$ cat src/rtl/awgn_channel_adder.sv
// awgn_channel_adder: buffers Gaussian noise pairs, serialises them x0 then x1, scales each
// sample and adds it to a signal stream. Define AWGN_SAT_ADD_EN for a saturating add (default wraps).
module awgn_channel_adder #(
    parameter int DATA_W  = 16,
    parameter int DEPTH   = 8,
    parameter int SCALE_W = 4
) (
    input  logic                   clk,
    input  logic                   reset,
    input  logic                   nz_valid,
    input  logic [DATA_W-1:0]      x0,
    input  logic [DATA_W-1:0]      x1,
    output logic                   nz_ready,
    input  logic                   sig_valid,
    input  logic [DATA_W-1:0]      sig_data,
    output logic                   sig_ready,
    input  logic [SCALE_W-1:0]     scale,
    output logic                   out_valid,
    output logic [DATA_W-1:0]      out_data,
    input  logic                   out_ready,
    output logic [$clog2(DEPTH):0] fifo_level,
    output logic                   overflow
);

    localparam int AW = $clog2(DEPTH);
    localparam int LW = AW + 1;
    localparam logic [LW-1:0] FULL_LVL = LW'(DEPTH);

    logic [2*DATA_W-1:0]      mem [DEPTH];
    logic [AW-1:0]            wptr;
    logic [AW-1:0]            rptr;
    logic [LW-1:0]            level;
    logic                     phase;
    logic                     ovf;
    logic                     push;
    logic                     pop;
    logic                     consume;
    logic [2*DATA_W-1:0]      head;
    logic signed [DATA_W-1:0] sample_s;
    logic signed [DATA_W-1:0] noise_s;
    logic signed [DATA_W-1:0] sig_s;
    logic signed [DATA_W:0]   sum_p0;
    logic                     vld_p1;
    logic [DATA_W-1:0]        data_p1;

    function automatic logic [DATA_W-1:0] reduce_sum(input logic signed [DATA_W:0] s);
`ifdef AWGN_SAT_ADD_EN
        if (s[DATA_W] != s[DATA_W-1])
            reduce_sum = s[DATA_W] ? {1'b1, {(DATA_W-1){1'b0}}} : {1'b0, {(DATA_W-1){1'b1}}};
        else
            reduce_sum = s[DATA_W-1:0];
`else
        reduce_sum = s[DATA_W-1:0];
`endif
    endfunction

    // Flow control looks only at the registered level, so a pop cannot free a slot in the same cycle.
    assign nz_ready = (level != FULL_LVL);
    assign push     = nz_valid && nz_ready;
    assign consume  = sig_valid && (level != '0) && (!vld_p1 || out_ready);
    assign pop      = consume && phase;

    always_ff @(posedge clk) begin
        if (push)
            mem[wptr] <= {x1, x0};
    end

    always_ff @(posedge clk or negedge reset) begin
        if (!reset) begin
            wptr  <= '0;
            rptr  <= '0;
            level <= '0;
            phase <= 1'b0;
            ovf   <= 1'b0;
        end else begin
            if (push)
                wptr <= wptr + 1'b1;
            if (pop)
                rptr <= rptr + 1'b1;
            if (consume)
                phase <= ~phase;
            if (nz_valid && !nz_ready)
                ovf <= 1'b1;
            case ({push, pop})
                2'b10:   level <= level + 1'b1;
                2'b01:   level <= level - 1'b1;
                default: level <= level;
            endcase
        end
    end

    // Stage p0: select head sample, scale, widen and add
    always_comb begin
        head     = mem[rptr];
        sample_s = phase ? head[2*DATA_W-1:DATA_W] : head[DATA_W-1:0];
        noise_s  = sample_s >>> scale;
        sig_s    = sig_data;
        sum_p0   = {sig_s[DATA_W-1], sig_s} + {noise_s[DATA_W-1], noise_s};
    end

    // Stage p1: registered output, held while downstream stalls
    always_ff @(posedge clk or negedge reset) begin
        if (!reset) begin
            vld_p1  <= 1'b0;
            data_p1 <= '0;
        end else if (consume) begin
            vld_p1  <= 1'b1;
            data_p1 <= reduce_sum(sum_p0);
        end else if (out_ready) begin
            vld_p1  <= 1'b0;
        end
    end

    assign out_valid  = vld_p1;
    assign out_data   = data_p1;
    assign sig_ready  = consume;
    assign fifo_level = level;
    assign overflow   = ovf;

endmodule

$ cat config.mk
export PLATFORM = sky130hd
export DESIGN_NAME = awgn_channel_adder
export DESIGN_NICKNAME = d
export VERILOG_FILES = /design/src/rtl/awgn_channel_adder.sv
export SDC_FILE = /design/constraint.sdc
export NUM_CORES = 1
export LEC_CHECK = 0
export BUFFER_PORTS_ARGS = -buffer_cell sky130_fd_sc_hd__buf_4
export CAP_MARGIN = 20
export CELL_PAD_IN_SITES_DETAIL_PLACEMENT = 0
export CELL_PAD_IN_SITES_GLOBAL_PLACEMENT = 1
export CORE_UTILIZATION = 52
export CTS_CLUSTER_DIAMETER = 120
export DETAILED_ROUTE_END_ITERATION = 16
export PLACE_DENSITY = 0.91
export SLEW_MARGIN = 10
export SYNTH_ARGS = -nofsm -noshare
export SYNTH_HDL_FRONTEND = slang
export SYNTH_SLANG_ARGS = --single-unit
$ cat constraint.sdc
create_clock -name clk -period 5.6 [get_ports clk]
set_clock_uncertainty 0.2 [all_clocks]
set_input_delay 1.68 -clock clk [delete_from_list [all_inputs] [get_ports clk]]
set_output_delay 1.68 -clock clk [all_outputs]
set_load 0.01 [all_outputs]
Yosys cells after proc, flatten, opt, wreduce, memory -nomap -nowiden
Memory sizes are Yosys's and may differ from the RTL's. Cells that the tools add are included.

Bitwise operators: 1. Shifts and indexed selects: 1. Reduce and logical (&&, ||, !) cells: 11. $add $sub $neg: 5. Muxes and demuxes: 6. Equal/unequal tests: 3.

Operators with widths (number): 16-bit adder (1); 16-bit 2-to-1 mux (1); 16-bit by 4-bit >>> shifter with 16-bit output (1); 4-bit one-hot mux with 2 select lines (1); 3-bit by 1-bit adder with 3-bit output (second input constant) (2); 1-bit logical AND (5); 4-bit by 1-bit adder with 4-bit output (second input constant) (1); 1-bit 2-to-1 mux (4); 4-bit inequality test (second input constant) (1); 2-bit nonzero test (2); 4-bit nonzero test (1); 4-bit by 1-bit subtractor with 4-bit output (second input constant) (1); 2-bit by 1-bit equality test with 1-bit output (second input constant) (1); 2-bit equality test (second input constant) (1); 1-bit logical NOT (2); 1-bit logical OR (1); 1-bit inverter (1).

Memories kept: 1. Memory bits (writable): 256. Bits in registers: 29. Output and inout bits: 24. Input bits: 57.

Memory list: mem (words 8, width 32, rd ports 1, clocked after Yosys merged registers in 0, write ports 1, line 29) `logic [2*DATA_W-1:0] mem [DEPTH];`.

Logic depth before layout (Yosys ltp)
Gate-level depths: netlist of the first run.

Word-level depth: 6. Gate-level depth with buffers: 22. Mapped depth without buffers: 17.

Worst setup path after synthesis of the first run
No wires, ideal clock.

Path type: input port to flip-flop. Start point: input port nz_valid. End point: memory mem[0][0] in the netlist's numbering, enable pin. Setup slack: 0.644 ns. Path buffers: 0. Setup time: 0.461 ns. Cell stages on the path: 3. Arrival time: 4.295 ns. Path through: nand2_1 -> or2_2 -> nor3_1.

Longest elaborated chain between the ends: 3.

RTL lines: start: declaration (line 10) `input logic nz_valid,`; 1-bit logical AND (line 59) `assign push = nz_valid && nz_ready;`; 1-bit 2-to-1 mux (line 64) `if (push)`; 1-bit 2-to-1 mux (not written as such) (line 65) `mem[wptr] <= {x1, x0};`; end: declaration (line 29).

No other way between the ends.

Worst setup path in the final report of the first run
Start point: register rptr[1]. End point: register data_p1[15], in the netlist out_data[15].

Longest elaborated chain between the ends: 4.

RTL lines: start: declaration (line 31) `logic [AW-1:0] rptr;`; start signal: assignment (line 79) `rptr <= rptr + 1'b1;`; memory read 8 x 32 bit; 16-bit 2-to-1 mux (line 95) `sample_s = phase ? head[2*DATA_W-1:DATA_W] : head[DATA_W-1:0];`; 16-bit by 4-bit >>> shifter with 16-bit output (line 96) `noise_s = sample_s >>> scale;`; 16-bit adder (line 98) `sum_p0 = {sig_s[DATA_W-1], sig_s} + {noise_s[DATA_W-1], noise_s};`; end signal: assignment (line 108) `data_p1 <= reduce_sum(sum_p0);`; end: declaration (line 44) `logic [DATA_W-1:0] data_p1;`.

No other way between the ends. A chain may end at the register's enable or synchronous reset.

==> results.md, run 1 <==
* Initial antenna violation count at 0
* Share of layout cells above drive strength 1 at 0.259
* Setup crit start kind: register
* Crit-path max FO at 38
* DIE AREA at 25100 sq um
* Ys Warns at 0
* CP arrival at 5.39 ns
* Clock buffer depth at 3
* CTS resizes at 0
* Post-CTS setup buffer count at 0
* Design Area, Final at 14600 sq um
* Multi-input gate area at 4020 sq um
* GPL Wtd Cong at 0.917
* Die height at 158 um
* Sequential share of the synthesized area at 0.662
* Vias/cell at 6.05
* CTS sink count at 285
* GRT Total Usage at 0.232
* Area growth, synth to finish at 14.9%
* Critical Path End Type: register
* Worst-skew pair later-pin latency at 0.57 ns
* Antenna Violating Nets Remaining at 0
* Count leader, synth: edfxtp_1
* Leakage at 5.13 nW
* Mapped Cells at 786
* Drt drc at 0
* Status: completed
* Fmax at 193 MHz
* WHS Path Cells at 1
* Worst-margin pin slew at 0.952 ns
* Root Driver: clkbuf_16
* Synth Flop Type: edfxtp_1
* Synth async-reset ratio at 0.102
* Netlist cell types at 64
* Mean Syn Cell Area at 16.2 sq um
* Largest net degree at the start of global routing at 39
* Post-Route Utilization at 0.616
* Reg clk slew, reported paths at 0.06 ns
* Largest area contributor in the netlist: edfxtp_1
* Nets at 961
* Post-synth top cells: edfxtp_1, mux4_2, nand2_1, nor2_1, mux2i_1
* RSZ-0062 raised after global routing: false
* CTS tree: done
* Sum of negative setup slack at 0 ns
* Row Count at 56
* Endpoints failing setup at 0
* Post-CTS Hold Fix Bufs at 0
* Initial drt markers at 606
* EDFF count, synth at 256
* IO buf count at 80
* WP data required at 5.82 ns
* Detailed Place HPWL at 17.9 mm
* Power Dens Cells at 541 nW/um^2
* Post-synth top area share at 0.605
* Path depth of the worst reg2reg path at 15
* Syn nets at 865
* Vias at 7397
* CTS Buf Count at 28
* VDD IR max at 0.295 mV
* HP Class: register to register
* First-pass GRT wire length at 42.5 mm
* Max-cap check violation count at 0
* Final wirelength at 28.1 mm
* Ranking of synthesized cells by area: edfxtp_1, mux4_2, dfrtp_1
* H-tree depth at 1
* Grt ovf at 0
* Crit share post-route at 0.923
* Pre-antenna DRT Iters at 6
* Fin crit period at 5.17 ns
* Slew headroom at 0.364
* Core area at 23700 sq um
* Mapped Area at 12700 sq um
* Reg area at 8420 sq um
* Die width at 158 um
* Ant. Diodes at 0
* Placement Cell Area at 13700 sq um
* Max-slew violation count at 0
* Crit path kind: register to register
* Post-DR wirelength/cell at 23.0 um
* Fillers at 1778
* Final Hold Fails at 0
* Synth Register Bits at 285
* Vias in the first global route at 7427
* I/O pins at 81
* Initial Util at 0.536
==> layout make-up <==
type	instances	share of cell area
sequential	285	0.577
multi-input combinational	440	0.275
timing repair buffer	107	0.0559
clock buffer	36	0.0501
tap	319	0.0274
clock inverter	16	0.00892
inverter	20	0.00515
==> path summary, 6_finish.rpt <==
kind,from,endpoint,slack (ns)
max,rptr[1],out_data[15],0.43
min,overflow,overflow,0.28
max reg2reg,rptr[1],out_data[15],0.43
min reg2reg,overflow,overflow,0.28
max in group asynchronous,reset,rptr[1],4.04
min in group asynchronous,reset,out_data[13],0.85
==> layer usage <==
metal	GRT usage	part of all wire	vias to the layer above
li1	-	-	3318
met1	0.305	0.40	3664
met2	0.373	0.48	338
met3	0.0441	0.075	77
met4	0.114	0.044	0
met5	0	0	-
==> flip-flops by register name, indices dropped and copies added (netlist names) <==
| register | cells |
|---|---|
| fifo_level | 4 |
| mem | 256 |
| out_data | 16 |
| out_valid | 1 |
| overflow | 1 |
| phase | 1 |
| rptr | 3 |
| wptr | 3 |
==> cell families after synthesis <==
kind of cell / share of synthesized area
buffers and inverters: 0.0257
AOI/OAI and AO/OA: 0.0793
adders and majority gates: 0.0229
and+or+nand+nor: 0.0542
xor gates and xnor gates: 0.0131
muxes: 0.142
DFF: 0.662
==> where the power goes <==
| group | switching [mW] | internal, mW | leakage (nW) |
|---|---|---|---|
| combinational | 1.71 | 1.42 | 2.04 |
| sequential | 0.290 | 2.72 | 2.67 |
| clock | 0.783 | 0.973 | 0.420 |
==> per-stage QoR <==
step | setup WS (ns) | std cells | hold slack, ns | power [mW]
5_1_grt | 0.203 | 1223 | 0.304 | 8.30
4_1_cts | 0.457 | 1223 | 0.283 | 7.93
2_1_floorplan | 0.644 | 786 | 0.289 | 5.21
3_3_place_gp | 0.249 | 1171 | 0.256 | 6.08
6_report | 0.431 | 1223 | 0.276 | 7.90
3_5_place_dp | 0.193 | 1171 | 0.269 | 6.15
==> worst max-delay path: stages (launching register included) <==
cell	delay, ns
dfrtp_4	0.88
buf_4	0.40
mux4_2	0.38
mux4_2	0.48
mux2_2	0.32
a21oi_1	0.17
nor3_1	0.08
a211o_1	0.28
ha_1	0.29
a211oi_1	0.31
o211ai_1	0.16
o211ai_1	0.20
o21ai_0	0.27
a221oi_1	0.37
xnor2_1	0.16
o21ai_1	0.07
==> cell usage in the layout (no fill, tap or decap), types with 7 or more instances in the layout <==
cell       count
o21ai_0       27
mux2_2        11
clkinv_2       7
nor2b_1        7
nor3_1        15
dfrtp_1       26
edfxtp_1     256
a22oi_1        7
clkinv_1       8
o211ai_1       8
nand2_1       46
nand3_1       10
mux4_2        60
ha_1          20
clkbuf_1       8
mux2i_1       30
nand2b_1       9
a22o_1         7
o21ai_1       13
xor2_1         8
inv_1         16
a21o_1         8
o22ai_1        7
clkbuf_16     28
buf_4        106
nor2_1        28
xnor2_1       11
a21oi_1       20
Power figures use the tool's default switching activity.
==> inputs of run 2 (changes only) <==
- BUFFER_PORTS_ARGS: -buffer_cell sky130_fd_sc_hd__buf_4 -> unset
- CORE_UTILIZATION: 52 -> 54
- DONT_BUFFER_PORTS: unset -> 1
- PLACE_DENSITY: 0.91 -> 0.9
- REMOVE_ABC_BUFFERS: unset -> 1
==> run 2 against run 1 <==
  * Die area fell by 3.7%
  * Via count down 3.8%
  * Total power down 0.35%
  * Maximum frequency rose by 1.4%
  * Cell area is 3.6% lower
  * Non-clock buffer count is 84 lower
  * Critical path depth unchanged
  * Clock-buffer cell count decreased by 5
  * Register-to-register slack improved by 0.07 ns
  * Worst setup slack gained 0.071 ns
  * Critical endpoint unchanged
==> results.md, run 2 (synthesized netlist as in run 1, its figures left out) <==
* Placement Cell Area at 13100 sq um (-4.6%)
* DIE AREA at 24100 sq um (-3.7%)
* Layout Cells excl Fill at 1133 (-7.4%)
* GRT Total Usage at 0.231 (-0.000420)
* Post-CTS setup buffer count at 0 (unchanged)
* Commonest cells after routing, fill and taps aside: edfxtp_1, mux4_2, nand2_1
* Nets at 877 (-8.7%)
* Initial antenna violation count at 0 (unchanged)
* Max-slew violation count at 0 (unchanged)
* Worst-skew pair later-pin latency at 0.54 ns (-0.03 ns)
* Area growth, synth to finish at 10.8%
* Smallest hold slack at 0.333 ns (+0.0572 ns)
* RSZ-0062 raised after global routing: false
* Post-DR wirelength/cell at 23.9 um (+4.0%)
* GPL Wtd Cong at 0.956 (+4.2%)
* Final Hold Fails at 0 (unchanged)
* HP Class: register to register
* Largest Register: mem
* Max-cap check violation count at 0 (unchanged)
* Post-CTS Hold Fix Bufs at 0 (unchanged)
* H-tree depth at 1 (unchanged)
* Post-Route Utilization at 0.616 (about the same)
* Reg clk slew, reported paths at 0.06 ns (about the same)
* Row Count at 55 (-1.8%)
* Flop pwr share at 0.388 (+0.007)
* Crit path kind: register to register
* Commonest non-fill, non-tap cell in the layout: edfxtp_1
* Power Dens Cells at 559 nW/um^2 (+3.3%)
* Status: completed
* Largest net degree at the start of global routing at 46 (+18%)
* Sum of negative setup slack at 0 ns (unchanged)
* Pre-antenna DRT Iters at 5 (-1)
* Initial drt markers at 795 (+31%)
* CTS Buf Count at 28 (unchanged)
* Place WS at 0.350 ns (+0.158 ns)
* Fin crit period at 5.10 ns (-0.0710 ns)
* Design Area, Final at 14100 sq um (-3.6%)
* First-pass GRT wire length at 41.7 mm (-1.8%)
* Slew headroom at 0.462 (+0.0987)
* Vias/cell at 6.28 (+3.8%)
* Leakage at 4.79 nW (-6.7%)
* Sw Share at 0.342 (-0.0108)
* WP data required at 5.81 ns (about the same)
* Antenna Violating Nets Remaining at 0 (unchanged)
* Root Driver: clkbuf_16
* CTS sink count at 285 (unchanged)
* Die height at 155 um (-1.8%)
* I/O pins at 81 (unchanged)
* Die width at 155 um (-1.8%)
* CTS resizes at 0 (unchanged)
* VDD IR max at 0.262 mV (-11%)
* Gate power share at 0.365 (-0.031)
* Vias in the first global route at 7233 (-2.6%)
* Vias at 7113 (-3.8%)
* Max FFs per register at 256 (unchanged)
* Core area at 22800 sq um (-3.5%)
* Critical Path End Type: register
* Drt drc at 0 (unchanged)
* Initial Util at 0.556 (+0.0196)
* Net Switching at 2.69 mW (-3.4%)
* Crit share post-route at 0.910 (-0.0127)
* Final wirelength at 27.1 mm (-3.7%)
* Pwr Total at 7.87 mW (-0.35%)
* Clk pwr share at 0.248 (+0.026)
* CP arrival at 5.31 ns (-0.08 ns)
* Clock buffer depth at 3 (unchanged)
* Grt ovf at 0 (unchanged)
* Setup crit start kind: register
* CTS tree: done
* Dpl cells at 1081 (-7.7%)
* Endpoints failing setup at 0 (unchanged)
* Fmax at 196 MHz (+1.4%)
* IO buf count at 0 (-100%)
* Crit-path max FO at 34 (-11%)
* Ant. Diodes at 0 (unchanged)
* Internal power at 5.18 mW (+1.3%)
* Share of layout cells above drive strength 1 at 0.188 (-0.0710)
* Detailed Place HPWL at 16.7 mm (-7.0%)
* Worst-margin pin slew at 0.804 ns (-0.148 ns)
* Final WS setup at 0.502 ns (+0.0710 ns)
* Fillers at 1613 (-9.3%)
==> run 2: power by group through the flow <==
stage	Combinational [mW]	Sequential (mW)	Clock, mW
3_3_place_gp	2.74	3.06	0
2_1_floorplan	2.00	3.11	0
6_report	2.87	3.05	1.95
5_1_grt	3.12	3.10	2.05
3_5_place_dp	2.83	3.10	0
4_1_cts	2.87	3.06	1.97
==> run 2: per-layer routing <==
metal / GRT usage / part of all wire
met2: 0.375 / 0.48
met1: 0.309 / 0.41
met4: 0.0803 / 0.028
met5: 0 / 0
met3: 0.0552 / 0.088
==> run 2: worst paths after layout <==
path,start,end,slack [ns],cells past startpoint
max reg2reg,rptr[0],out_data[15],0.50,15
max,rptr[0],out_data[15],0.50,15
min in group asynchronous,reset,rptr[1],0.63,0
max in group asynchronous,reset,rptr[0],4.48,0
min,wptr[0],wptr[0],0.33,2
min reg2reg,wptr[0],wptr[0],0.33,2
==> run 2: worst max-delay path, stage by stage, from the launching register on <==
cell and delay [ns]:
dfrtp_4 0.87, buf_4 0.37, mux4_2 0.53, a22o_1 0.23
or2_1 0.31, o21ai_0 0.26, o22ai_1 0.14, a211o_1 0.26
ha_1 0.29, a211oi_1 0.28, o211ai_1 0.13, o211ai_1 0.20
o21ai_0 0.27, a221oi_1 0.37, xnor2_1 0.16, o21ai_1 0.07
==> run 2: cell type report <==
class	instances	area, sq um	share of cell area
clock buffer	31	733	0.0521
clock inverter	21	239	0.0170
inverter	20	75.1	0.00534
multi-input combinational	440	4010	0.285
sequential	285	8420	0.598
tap	313	392	0.0278
timing repair buffer	23	205	0.0146
==> inputs of run 3 (changes only) <==
- MAX_ROUTING_LAYER: unset -> met4
==> run 3 against run 2 <==
  * Critical path depth unchanged
  * Routed wire length increased by 0.66%
  * First-iteration DRC count decreased by 4.8%
  * Die area did not move
  * Clock power fell by 9.7%
  * Worst setup slack worse by 0.057 ns
  * Sequential power about the same
  * Combinational power barely moved
  * Cell count decreased by 0.35%
  * Non-clock buffer count unchanged
  * Largest cell class unchanged
  * Largest power group unchanged
==> results.md, run 3 (synthesized netlist as in run 1, its figures left out) <==
* Worst-skew pair later-pin latency at 0.56 ns (+0.02 ns)
* Core area at 22800 sq um (unchanged)
* Largest Register: mem
* Share of layout cells above drive strength 1 at 0.181 (-0.00643)
* CTS sink count at 285 (unchanged)
* WP data required at 5.83 ns (+0.02 ns)
* Die width at 155 um (unchanged)
* H-tree depth at 1 (unchanged)
* Fmax at 194 MHz (-1.1%)
* Initial Util at 0.556 (unchanged)
* Final Hold Fails at 0 (unchanged)
* Commonest non-fill, non-tap cell in the layout: edfxtp_1
* Pre-antenna DRT Iters at 5 (unchanged)
* Max-slew violation count at 0 (unchanged)
* Max-cap check violation count at 0 (unchanged)
* I/O pins at 81 (unchanged)
* Vias/cell at 6.36 (+1.3%)
* DIE AREA at 24100 sq um (unchanged)
* Crit path kind: register to register
* Reg clk slew, reported paths at 0.06 ns (about the same)
* GRT Total Usage at 0.238 (+0.00651)
* Leakage at 4.74 nW (-0.97%)
* Area growth, synth to finish at 9.93%
* Fin crit period at 5.16 ns (+0.0569 ns)
* Die height at 155 um (unchanged)
* Final wirelength at 27.3 mm (+0.66%)
* Power Dens Cells at 550 nW/um^2 (-1.6%)
* Clock buffer depth at 3 (unchanged)
* Drt drc at 0 (unchanged)
* CTS Buf Count at 28 (unchanged)
* Crit share post-route at 0.921 (+0.0102)
* Slowest cell on crit path: dfrtp_4
* IO buf count at 0 (unchanged)
* Grt ovf at 0 (unchanged)
* Vias in the first global route at 7386 (+2.1%)
* VDD IR max at 0.290 mV (+11%)
* Row Count at 55 (unchanged)
* Post-CTS Hold Fix Bufs at 0 (unchanged)
* Worst path max stage delay at 0.85 ns (-0.02 ns)
* Largest net degree at the start of global routing at 46 (unchanged)
* Status: completed
* Slew headroom at 0.491 (+0.0286)
* CP arrival at 5.39 ns (+0.08 ns)
* Root Driver: clkbuf_16
* Detailed Place HPWL at 17.0 mm (+2.0%)
* Sum of negative setup slack at 0 ns (unchanged)
* Setup crit start kind: register
* Commonest cells after routing, fill and taps aside: edfxtp_1, mux4_2, nand2_1
* HP Class: register to register
* Worst-margin pin slew at 0.762 ns (-0.0428 ns)
* Antenna Violating Nets Remaining at 0 (unchanged)
* RSZ-0062 raised after global routing: false
* Crit-path max FO at 34 (unchanged)
* Worst path cell trace: buf_4 -> mux4_2 -> a22o_1 -> or2_1 -> o21ai_0 -> o22ai_1 -> a211o_1 -> ha_1 -> a211oi_1 -> o211ai_1 -> o211ai_1 -> o21ai_0 -> a221oi_1 -> xnor2_1 -> o21ai_1
* CTS resizes at 0 (unchanged)
* Post-CTS setup buffer count at 0 (unchanged)
* Smallest hold slack at 0.342 ns (+0.00896 ns)
* Ant. Diodes at 0 (unchanged)
* Critical Path End Type: register
* Endpoints failing setup at 0 (unchanged)
* Max FFs per register at 256 (unchanged)
* GPL Wtd Cong at 0.971 (+1.6%)
* Post-DR wirelength/cell at 24.2 um (+1.0%)
* Initial drt markers at 757 (-4.8%)
* CTS tree: done
* Nets at 877 (unchanged)
* First-pass GRT wire length at 41.7 mm (unchanged)
* Initial antenna violation count at 0 (unchanged)
* Vias at 7180 (+0.94%)
==> run 3: changes by cell type in the layout (fill, tap and decap cells not counted), moves of 2 or more <==
cell	before	now
clkinv_2	5	7
clkinvlp_4	2	0
bufinv_16	5	2
clkinv_4	2	0
clkbuf_1	2	4
==> run 3: worst paths after layout <==
kind,from,endpoint,slack [ns],cells past startpoint
worst max-delay path,rptr[0],out_data[15],0.44,15
worst min-delay path,overflow,overflow,0.34,1
worst max register to register,rptr[0],out_data[15],0.44,15
worst min register to register,overflow,overflow,0.34,1
max in group asynchronous,reset,rptr[1],4.50,0
min in group asynchronous,reset,fifo_level[3],0.61,0
==> run 3: metal layers <==
metal	GRT usage	vias to the layer above	part of all wire
met4	0.0850	0	0.033
met5	-	-	0
li1	-	3150	-
met3	0.0543	63	0.084
met2	0.386	348	0.49
met1	0.295	3619	0.39
==> run 3: power by group <==
group	internal [mW]	leakage, nW	switching [mW]
Sequential	2.73	2.67	0.325
Clock	1.00	0.426	0.759
Combinational	1.28	1.65	1.59
Total	5.01	4.74	2.68
==> run 3: cell type report <==
type	count	area, sq um
inverters	20	75.1
clock buffers	32	716
repair buffers	23	205
clock inverters	16	148
flip-flops and latches	285	8420
fillers	1632	8880
well taps	313	392
multi-input cells	440	4010
==> run 3: critical path: cells and delay by family, from the launching register on <==
kind	cells	cell delay, ns
AO/OA/AOI/OAI	10	2.28
flip-flops	1	0.85
multiplexers	1	0.55
buffers and inverters	1	0.37
AND/OR/NAND/NOR	1	0.31
adder cells (fa/ha/maj)	1	0.29
XOR/XNOR	1	0.16
==> run 3: stage by stage <==
| step | cells | area [sq um] | setup WS, ns | power (mW) | utilization |
|---|---|---|---|---|---|
| after floorplan | 745 | 12400 | -0.264 | 5.12 | - |
| after detailed placement | 1081 | 13100 | 0.345 | 5.94 | 0.573 |
| after global placement | 1080 | 13100 | 0.410 | 5.81 | 0.572 |
| final | 1129 | 14000 | 0.445 | 7.69 | 0.611 |
| after CTS | 1129 | 14000 | 0.507 | 7.70 | 0.611 |
| after global routing | 1129 | 14000 | 0.107 | 8.07 | 0.611 |
